### src/rtl/palindrome_check_arbiter.sv
// ============================================================================
// palindrome_check_arbiter: round-robin shared bit-serial palindrome checker
// Revision: 1.0
// ============================================================================
`default_nettype none

module palindrome_check_arbiter #(
  parameter int N_REQ = 4,
  parameter int W     = 8,
  parameter int IDW   = $clog2(N_REQ)
) (
  input  logic                 i_clk,
  input  logic                 i_rst_n,
  input  logic [N_REQ-1:0]     i_req,
  input  logic [N_REQ*W-1:0]   i_data,
  output logic [N_REQ-1:0]     o_ack,
  output logic                 o_busy,
  output logic                 o_done,
  output logic                 o_is_pal,
  output logic [IDW-1:0]       o_id
);

  localparam int IXW = $clog2(W);

  typedef enum logic [1:0] {
    S_IDLE   = 2'd0,
    S_CMP    = 2'd1,
    S_RESULT = 2'd2
  } state_t;

  state_t           state_q, state_d;
  logic [IDW-1:0]   rr_ptr_q, rr_ptr_d;
  logic [IDW-1:0]   id_q, id_d;
  logic [W-1:0]     cap_q, cap_d;
  logic [IXW-1:0]   idx_q, idx_d;
  logic [N_REQ-1:0] ack_q, ack_d;
  logic             verdict_q, verdict_d;

  logic             w_gnt_vld;
  logic [IDW-1:0]   w_gnt_id;
  logic [IDW-1:0]   w_cand_id;
  int               w_cand;
  logic [IXW-1:0]   w_hi_idx;
  logic             w_match;
  logic             w_last;

  // Search starts just past the last winner, so that winner has lowest priority.
  always_comb begin
    w_gnt_vld = 1'b0;
    w_gnt_id  = '0;
    w_cand    = 0;
    w_cand_id = '0;
    for (int i = 1; i <= N_REQ; i++) begin
      w_cand    = (int'(rr_ptr_q) + i) % N_REQ;
      w_cand_id = IDW'(w_cand);
      if (!w_gnt_vld && i_req[w_cand_id]) begin
        w_gnt_vld = 1'b1;
        w_gnt_id  = w_cand_id;
      end
    end
  end

  assign w_hi_idx = IXW'(W - 1) - idx_q;
  assign w_match  = (cap_q[idx_q] == cap_q[w_hi_idx]);
  assign w_last   = (idx_q == IXW'(W / 2 - 1));

  always_comb begin
    state_d   = state_q;
    rr_ptr_d  = rr_ptr_q;
    id_d      = id_q;
    cap_d     = cap_q;
    idx_d     = idx_q;
    ack_d     = '0;
    verdict_d = verdict_q;
    case (state_q)
      S_IDLE: begin
        if (w_gnt_vld) begin
          cap_d           = i_data[int'(w_gnt_id)*W +: W];
          rr_ptr_d        = w_gnt_id;
          id_d            = w_gnt_id;
          idx_d           = '0;
          ack_d[w_gnt_id] = 1'b1;
          state_d         = S_CMP;
        end
      end
      S_CMP: begin
        if (!w_match) begin
          verdict_d = 1'b0;
          state_d   = S_RESULT;
        end else if (w_last) begin
          verdict_d = 1'b1;
          state_d   = S_RESULT;
        end else begin
          idx_d = idx_q + 1'b1;
        end
      end
      S_RESULT: begin
        state_d = S_IDLE;
      end
      default: begin
        state_d = S_IDLE;
      end
    endcase
  end

  always_ff @(posedge i_clk or negedge i_rst_n) begin
    if (!i_rst_n) begin
      state_q   <= S_IDLE;
      rr_ptr_q  <= IDW'(N_REQ - 1);
      id_q      <= '0;
      cap_q     <= '0;
      idx_q     <= '0;
      ack_q     <= '0;
      verdict_q <= 1'b0;
    end else begin
      state_q   <= state_d;
      rr_ptr_q  <= rr_ptr_d;
      id_q      <= id_d;
      cap_q     <= cap_d;
      idx_q     <= idx_d;
      ack_q     <= ack_d;
      verdict_q <= verdict_d;
    end
  end

  assign o_ack    = ack_q;
  assign o_busy   = (state_q != S_IDLE);
  assign o_done   = (state_q == S_RESULT);
  assign o_is_pal = o_done & verdict_q;
  assign o_id     = id_q;

endmodule

`default_nettype wire

### config.mk
export PLATFORM = sky130hd
export DESIGN_NAME = palindrome_check_arbiter
export DESIGN_NICKNAME = d
export VERILOG_FILES = /design/src/rtl/palindrome_check_arbiter.sv
export SDC_FILE = /design/constraint.sdc
export NUM_CORES = 1
export LEC_CHECK = 0
export ABC_AREA = 0
export CAP_MARGIN = 20
export CORE_ASPECT_RATIO = 0.75
export CORE_MARGIN = 4
export CORE_UTILIZATION = 45
export DETAILED_ROUTE_END_ITERATION = 10
export GPL_TIMING_DRIVEN = 0
export HOLD_SLACK_MARGIN = 0.03
export PLACE_DENSITY_LB_ADDON = 0.15
export SLEW_MARGIN = 20
export SYNTH_ARGS = -nofsm -noshare
export SYNTH_HDL_FRONTEND = slang
export SYNTH_SLANG_ARGS = --single-unit
### constraint.sdc
create_clock -name i_clk -period 2.4 [get_ports i_clk]
set_input_delay 0.6 -clock i_clk [delete_from_list [all_inputs] [get_ports i_clk]]
set_output_delay 0.6 -clock i_clk [all_outputs]
set_load 0.03 [all_outputs]
Word level (Yosys, flattened, before mapping)
Cells that the tools add are included.
W data, S select, Z words.
Storage, ports and cells
  logic and storage cells: 80
  bits in registers: 22
  output and inout bits: 9
  bits of input ports: 38
Cells by class
  order comparisons: 8
  bitwise gates (word level): 1
  reduce and logical (&&, ||, !) cells: 14
  mux-type cells: 34
  $add $sub $neg: 6
  equality and inequality tests: 9
  shift operators: 1
Operators by type and width (count)
  $shiftx A32 B6 Y8: 1
  $lt A2 B3 Y1 const B: 5
  $mux W2: 7
  $mux W1: 13
  $mux W3: 3
  $bmux W1 S2: 4
  $lt A3 B4 Y1 const B: 2
  $mux W4: 2
  $bmux W1 S3: 2
  $ne A2 B2 Y1 const B: 3
  $pmux W3 S2: 1
  $reduce_and A2 Y1: 3
  $add A2 B1 Y2 const B: 2
  $add A2 B2 Y2 const B: 2
  $logic_and A1 B1 Y1: 4
  $pmux W2 S2: 1
  $reduce_and A4 Y1: 1
  $reduce_bool A2 Y1: 2
  $add A3 B1 Y3 const B: 1
  $eq A3 B2 Y1 const B: 1
  $logic_not A1 Y1: 3
  $ne A3 B3 Y1 const B: 1
  $sub A3 B3 Y3 const A: 1
  $demux W1 S2: 1
  other kinds (7): 7

Depth between registers and ports, before layout
Gate-level depths: netlist of the first run.
  depth after elaboration: 19
  gate-level depth with buffers: 7
  mapped depth without buffers: 5

Worst setup path after synthesis of the first run
OpenSTA, ideal clock, no wires.
  path type: input to register
  start point: input i_req[0]
  end point: register cap_q[3]
  stages: 6
  setup time: 126 ps
  arrival time: 2006 ps
  buffers on the path: 1
  slack: 268 ps
  data required time: 2274 ps
  cells stage by stage: and2b_2 o21ba_2 nor2_4 buf_6 mux2_4 a221o_1
Between the ends
  cells in the longest elaborated chain, start to end: 13
RTL lines
  start: declaration: line 14  | input logic [N_REQ-1:0] i_req,
  $bmux W1 S2: line 56  | if (!w_gnt_vld && i_req[w_cand_id]) begin
  $mux W1 (not written as such): line 56
  $mux W1: line 56
  $logic_not A1 Y1: line 56
  $logic_and A1 B1 Y1: line 56
  $mux W1: line 56
  $logic_not A1 Y1: line 56
  $logic_and A1 B1 Y1: line 56
  $mux W1: line 56
  $logic_not A1 Y1: line 56
  $logic_and A1 B1 Y1: line 56
  $mux W2 or $mux W1 (tied branches): line 56
  $shiftx A32 B6 Y8 or $reduce_and A2 Y1 (tied branches)
  end signal: assignment: line 119  | cap_q <= cap_d;
  end: declaration: line 34  | logic [W-1:0] cap_q, cap_d;
Parallel ways exist; a longest one is shown, timed or not. The select of a mux whose other input is x is not followed.
A chain may end at the register's enable or synchronous reset.

Worst setup path in the final report of the first run
  start point: input i_req[3]
  end point: register cap_q[0]
The elaborated chain is that of the path after synthesis.

==> results of run 1 <==
## state kept, by name, summed over array words and instances, names as in the netlist
name       cells
cap_q          8
idx_q          3
o_ack          4
o_id           2
rr_ptr_q       2
state_q        2
verdict_q      1
## power by group through the flow
stage | logic, mW | registers, mW | clock network, mW
final | 1.24 | 0.666 | 0.344
after global routing | 1.38 | 0.690 | 0.365
after CTS | 1.24 | 0.664 | 0.346
after detailed placement | 1.20 | 0.670 | 0
after global placement | 1.17 | 0.659 | 0
after floorplan | 0.802 | 0.717 | 0
## final cells by class
class	count	area (um2)	share of cell area [%]
multi-input cells	107	782	39.2
flip-flops and latches	22	553	27.7
repair buffers	49	483	24.2
plain buffers	8	52.6	2.63
well taps	38	47.5	2.38
clock buffers	3	41.3	2.07
clock inverters	1	30.0	1.50
inverters	2	7.51	0.376
## per-layer routing
metal | part of all wire (%) | vias to the layer above
li1 | - | 614
met1 | 44 | 592
met2 | 51 | 22
met3 | 4.0 | 4
met4 | 0.81 | 0
met5 | 0 | -
## timing repair
item,4_1_cts,5_1_grt
pin swaps,2,1
buffers inserted,3,0
resized for setup,2,5
setup endpoints to repair,5,8
## cells in the final DEF, fill, tap and decap left out, types with 2 or more instances in the layout
cell type,instances
ha_1,2
buf_2,4
o21ai_0,10
mux2i_1,3
clkdlybuf4s50_1,43
clkbuf_1,3
and2b_2,2
a21o_1,2
nor2b_1,2
nor2_1,8
and3b_1,2
inv_1,2
dfstp_2,2
nand3_1,9
a221o_1,8
dlymetal6s2s_1,2
nor3b_1,2
clkbuf_8,3
a21oi_1,14
nand2_1,9
mux2_1,3
dfrtp_1,20
mux2_4,5
buf_4,3
xor2_1,4
nor3_1,4
o21ai_1,2
## how the worst max path moves through the flow
stage,start,end,slack (ns),cells past startpoint
global placement,i_req[0],cap_q[7],-0.38,7
CTS,i_req[0],cap_q[3],0.008,7
finish,i_req[3],cap_q[0],0.08,7
floorplan,i_req[0],cap_q[3],0.27,6
global route,i_req[3],cap_q[3],0.002,7
detailed placement,i_req[0],cap_q[3],-0.40,7
## per-stage QoR
step / instances / setup TNS, ns / hold WS (ns)
after floorplan: 139 / 0 / 0.304
after global placement: 223 / -2.54 / 0.472
after detailed placement: 223 / -2.79 / 0.505
after CTS: 230 / 0 / 0.525
after global routing: 230 / 0 / 0.323
final: 230 / 0 / 0.285
## worst reg2reg max path, cell delays in order (launching register included)
cell and delay (ns):
dfstp_2 0.53, buf_6 0.13, mux2i_2 0.32, o2bb2ai_4 0.16, nor2_4 0.17, buf_4 0.14, mux2_1 0.31, a221o_1 0.32
## cell families (layout without fill, tap and decap cells)
group | after synthesis | after routing | share of synthesized area, %
xor gates and xnor gates | 4 | 4 | 2.55
adders and majority gates | 2 | 2 | 1.82
DFF | 22 | 22 | 40.3
buffers and inverters | 10 | 63 | 4.11
and+or+nand+nor | 47 | 47 | 18.9
AOI/OAI and AO/OA | 42 | 42 | 21.4
muxes | 12 | 12 | 10.9
==> flow_metrics.tcl, run 1 <==
set metrics [dict create \
    status "complete, no violations" \
    dpl-instance-area_um2 1880 \
    ys_types 39 \
    ff2ff_path_depth 7 \
    cp_slowest_stage_delay_ns 0.47 \
    syn_area_per_cell_um2 9.87 \
    worst_slack_ns 0.0818 \
    synth.most_common_cell "dfrtp_1" \
    crit_chain "clkdlybuf4s50_1 -> a21boi_2 -> o21ba_4 -> nor2_4 -> buf_4 -> mux2_1 -> a221o_1" \
    dp_hpwl_um 2620 \
    dp_slack_ns -0.396 \
    critPathMaxFanout 9 \
    cts.path.max_buffers 2 \
    grt_pass1_vias 1280 \
    initial_utilization_pct 46.7 \
    grt.met3_usage_pct 4.15 \
    crit_type "in -> reg" \
    fin_crit_sh_pct 96.6 \
    reg2reg_from "rr_ptr_q[1]" \
    die_h_um 55.8 \
    hold_path.class "in -> async" \
    yosysTopAreaCellShare_pct 36.5 \
    hold_buffers 0 \
    leakage_nw 0.897 \
    drt_iter0_drc 38 \
    power_switching_share_pct 39.2 \
    worstSetupStartpointType "primary input" \
    die_area_um2 4000 \
    p_clk_share_pct 15.3 \
    grt_setup_unrepaired "false" \
    fin_area_um2 2000 \
    period_minus_slack_ns 2.32 \
    drive_gt1_share_pct 15.6 \
    cts_tree "built" \
    final_antenna_net_count 0 \
    clk_latency_ns 0.26 \
    path_delay_family "compound AO/OA/AOI/OAI gates" \
    grt_most_used_layer "met2" \
    synthTopCellsByArea "dfrtp_1 (36%), a221o_1 (5.8%), mux2_4 (5.5%)" \
    finalSetupViolations 0 \
    root_buffer "clkbuf_8" \
    n_fill_cell 229 \
    met1_usage_pct 22.2 \
    cp_data_required_time_ns 2.55 \
    power.density_nw_per_um2 1130 \
    r2r_setup_slack_ns 0.21 \
    synthTopCellsByCount "dfrtp_1 (20), a21oi_1 (14), o21ai_0 (10)" \
    ys_ff_latch 22 \
    rows 17 \
    grtUsageMet2_pct 31.9 \
    regToRegEndpoint "cap_q[0]" \
    hold_viol_final 0 \
    syn_area_um2 1370 \
    overflow 0 \
    grt_max_degree 23 \
    synth_fp_nets 179 \
    diodes 0 \
    synthToLayoutAreaGrowth_pct 45.6 \
    intPower_mw 1.37 \
    pin_count 47 \
    drt-pass1-iter-count 4 \
    postLayoutCoreUtil_pct 68.0 \
    pwr-share-comb_pct 55.2 \
    ys.warnings.count 0 \
    worst_pin_slew_ns 0.630 \
    core_um2 2940 \
    fin_worst_skew_ns 0.00237 \
    die_x_um 71.7 \
    async_reset_ff_share_pct 100 \
    cp.buffers_inverters 2 \
    max_cap_viol_count 0 \
    slowest_stage "clkdlybuf4s50_1" \
    synth_cells 139 \
    drt_wl_total_um 3340 \
    max_slew_margin_pct 57.9 \
    cts.sinks 22 \
    cp-end-kind "register" \
    cts_buffers 3 \
    clock.fmax_mhz 431 \
    clk_pin_slew_worst_paths_ns 0.08 \
    p_sw_mw 0.884 \
    ys_seq_area_share_pct 40.3 \
    antenna_found_initial 0 \
    port_buffers 46 \
    ys.flop_type "dfrtp_1" \
    nets 233 \
    p_seq_share_pct 29.5 \
    grt_pass1_wl_um 5770 \
    grtUsageTotal_pct 18.0 \
    finalPower_mw 2.26 \
    drt_drc_violations_left 0 \
    peakVddDrop_v 0.000646 \
    yosysTopAreaCell "dfrtp_1" \
    synth_edf_count 0 \
    place_congestion 0.749 \
    vias_per_cell 5.36 \
    wl_per_cell_um 14.5 \
    cp.arrival_ns 2.47 \
    slew_violations 0 \
    htreeDepth 1 \
    vias 1232 \
]
(Power assumes the default switching activity.)
==> run 2, diff against run 1 <==
--- a/config.mk
+++ b/config.mk
@@ -13,7 +13,7 @@
 export DETAILED_ROUTE_END_ITERATION = 10
 export GPL_TIMING_DRIVEN = 0
 export HOLD_SLACK_MARGIN = 0.03
-export PLACE_DENSITY_LB_ADDON = 0.15
+export PLACE_DENSITY_LB_ADDON = 0.12
 export SLEW_MARGIN = 20
 export SYNTH_ARGS = -nofsm -noshare
 export SYNTH_HDL_FRONTEND = slang
==> constraint.sdc (replaced) <==
create_clock -name i_clk -period 2.4 [get_ports i_clk]
set_input_delay 0.48 -clock i_clk [delete_from_list [all_inputs] [get_ports i_clk]]
set_output_delay 0.48 -clock i_clk [all_outputs]
set_load 0.03 [all_outputs]
==> flow_metrics.tcl, run 2 (synthesized netlist as in run 1, its figures left out) <==
set metrics [dict create \
    antenna_found_initial 0 \
    hold_path.class "in -> async" \
    cp_slowest_stage_delay_ns 0.51 \
    fin_crit_sh_pct 96.3 \
    max_cap_viol_count 0 \
    finalPower_mw 2.23 \
    cp-startpoint "i_req[0]" \
    ff2ff_path_depth 7 \
    drt-pass1-iter-count 4 \
    clk_latency_ns 0.26 \
    top_register "cap_q" \
    worstSetupStartpointType "primary input" \
    place_congestion 0.742 \
    cts.sinks 22 \
    hold_buffers 0 \
    multi_input_area_um2 768 \
    cp_data_required_time_ns 2.55 \
    root_buffer "clkbuf_8" \
    highest_layer "met4" \
    htreeDepth 1 \
    finalSetupViolations 0 \
    cts.path.max_buffers 2 \
    critPathMaxFanout 10 \
    hold_viol_final 0 \
    pwr-share-comb_pct 55.2 \
    p_sw_mw 0.872 \
    ff_latch_area_um2 553 \
    cp.arrival_ns 2.46 \
    wl_met3_um 167 \
    cp.buffers_inverters 2 \
    slew_violations 0 \
    p_clk_share_pct 15.3 \
    n_fill_cell 231 \
    crit_chain "clkdlybuf4s50_1 -> and2b_2 -> o21ba_4 -> nor2_4 -> buf_8 -> mux2_4 -> a221o_1" \
    pin_count 47 \
    grtUsageTotal_pct 17.0 \
    power_switching_share_pct 39.1 \
    whs_ns 0.163 \
    slowest_stage "clkdlybuf4s50_1" \
    intPower_mw 1.36 \
    drt_drc_violations_left 0 \
    port_buffers 46 \
    critPathCapture "cap_q[7]" \
    core_um2 2940 \
    diodes 0 \
    initial_utilization_pct 46.7 \
    grt_pass1_wl_um 5380 \
    die_x_um 71.7 \
    vias 1266 \
    die_h_um 55.8 \
    wl_met2_um 1670 \
    dpl-instance-area_um2 1880 \
    worst_slack_ns 0.0898 \
    cp-end-kind "register" \
    p_seq_share_pct 29.5 \
    wirelength_met1_um 1410 \
    drt_iter0_drc 35 \
    peakVddDrop_v 0.000543 \
    path_delay_family "buffers and inverters" \
    dp_hpwl_um 2550 \
    max_slew_margin_pct 50.9 \
    clk_pin_slew_worst_paths_ns 0.08 \
    drt_wl_total_um 3310 \
    power.density_nw_per_um2 1130 \
    nets 232 \
    fin_area_um2 1970 \
    period_minus_slack_ns 2.31 \
    final_common_cell "clkdlybuf4s50_1" \
    vias_per_cell 5.53 \
    mostFrequentLayoutCells "clkdlybuf4s50_1 (45), dfrtp_1 (20), a21oi_1 (14), o21ai_0 (10)" \
    cts_buffers 3 \
    cp_num_cells 7 \
    die_area_um2 4000 \
    dp_slack_ns -0.275 \
    postLayoutCoreUtil_pct 67.1 \
    drive_gt1_share_pct 13.6 \
    overflow 0 \
    worst_pin_slew_ns 0.733 \
    rows 17 \
    fin_worst_skew_ns 0.00637 \
    leakage_nw 0.873 \
    wl_per_cell_um 14.5 \
    grt_setup_unrepaired "false" \
    clock.fmax_mhz 433 \
    regToRegEndpoint "cap_q[7]" \
    final_antenna_net_count 0 \
    grt_pass1_vias 1225 \
    crit_type "in -> reg" \
    grt_max_degree 23 \
    r2r_setup_slack_ns 0.16 \
    largest_reg_flops 8 \
    cts_tree "built" \
    reg2reg_from "rr_ptr_q[1]" \
    status "complete, no violations" \
    synthToLayoutAreaGrowth_pct 43.7 \
]
-- run 2: final cells by class --
class | instances | area share [%]
multi-input combinational | 107 | 39.0
sequential | 22 | 28.1
timing repair buffer | 48 | 23.9
buffer | 8 | 2.67
tap | 38 | 2.41
clock buffer | 3 | 2.10
clock inverter | 1 | 1.52
inverter | 2 | 0.381
-- run 2: routing by layer --
layer / track usage (%) / vias up
met1: 21.0 / 607
met4: 5.63 / 0
met2: 28.7 / 37
met3: 4.15 / 8
met5: 0 / -
li1: - / 614
-- run 2: worst min path at each step --
stage                            to  slack [ns]  cells past startpoint
after detailed placement    o_id[1]        0.48                      2
after global routing      verdict_q        0.20                      1
after CTS                   o_id[1]        0.50                      2
after global placement      o_id[1]        0.46                      2
after floorplan            cap_q[0]        0.18                      0
final                      o_ack[2]        0.16                      1
-- run 2: worst reg2reg max path: cells and delay by family, from the launching register on --
| kind | cells | cell delay [ns] |
|---|---|---|
| mux | 2 | 0.63 |
| flops | 1 | 0.53 |
| compound gates | 2 | 0.49 |
| buf+inv | 2 | 0.30 |
| simple gates | 1 | 0.19 |
-- run 2: what timing repair did --
item | in CTS | in global routing
pin swaps | 0 | 1
buffers inserted | 0 | 2
gates resized for setup | 1 | 1
endpoints found under the setup margin | 1 | 5
-- run 2: through the flow --
stage / TNS, ns / std cells
floorplan: 0 / 139
finish: 0 / 229
global placement: -1.55 / 223
global route: 0 / 229
detailed placement: -1.75 / 223
CTS: 0 / 227
-- run 2: power by group through the flow --
stage                     Combinational (mW)  Clock, mW  Sequential (mW)
final                                   1.23      0.342            0.659
after global routing                    1.36      0.363            0.683
after floorplan                        0.802          0            0.717
after detailed placement                1.20          0            0.665
after global placement                  1.17          0            0.660
after CTS                               1.21      0.346            0.659
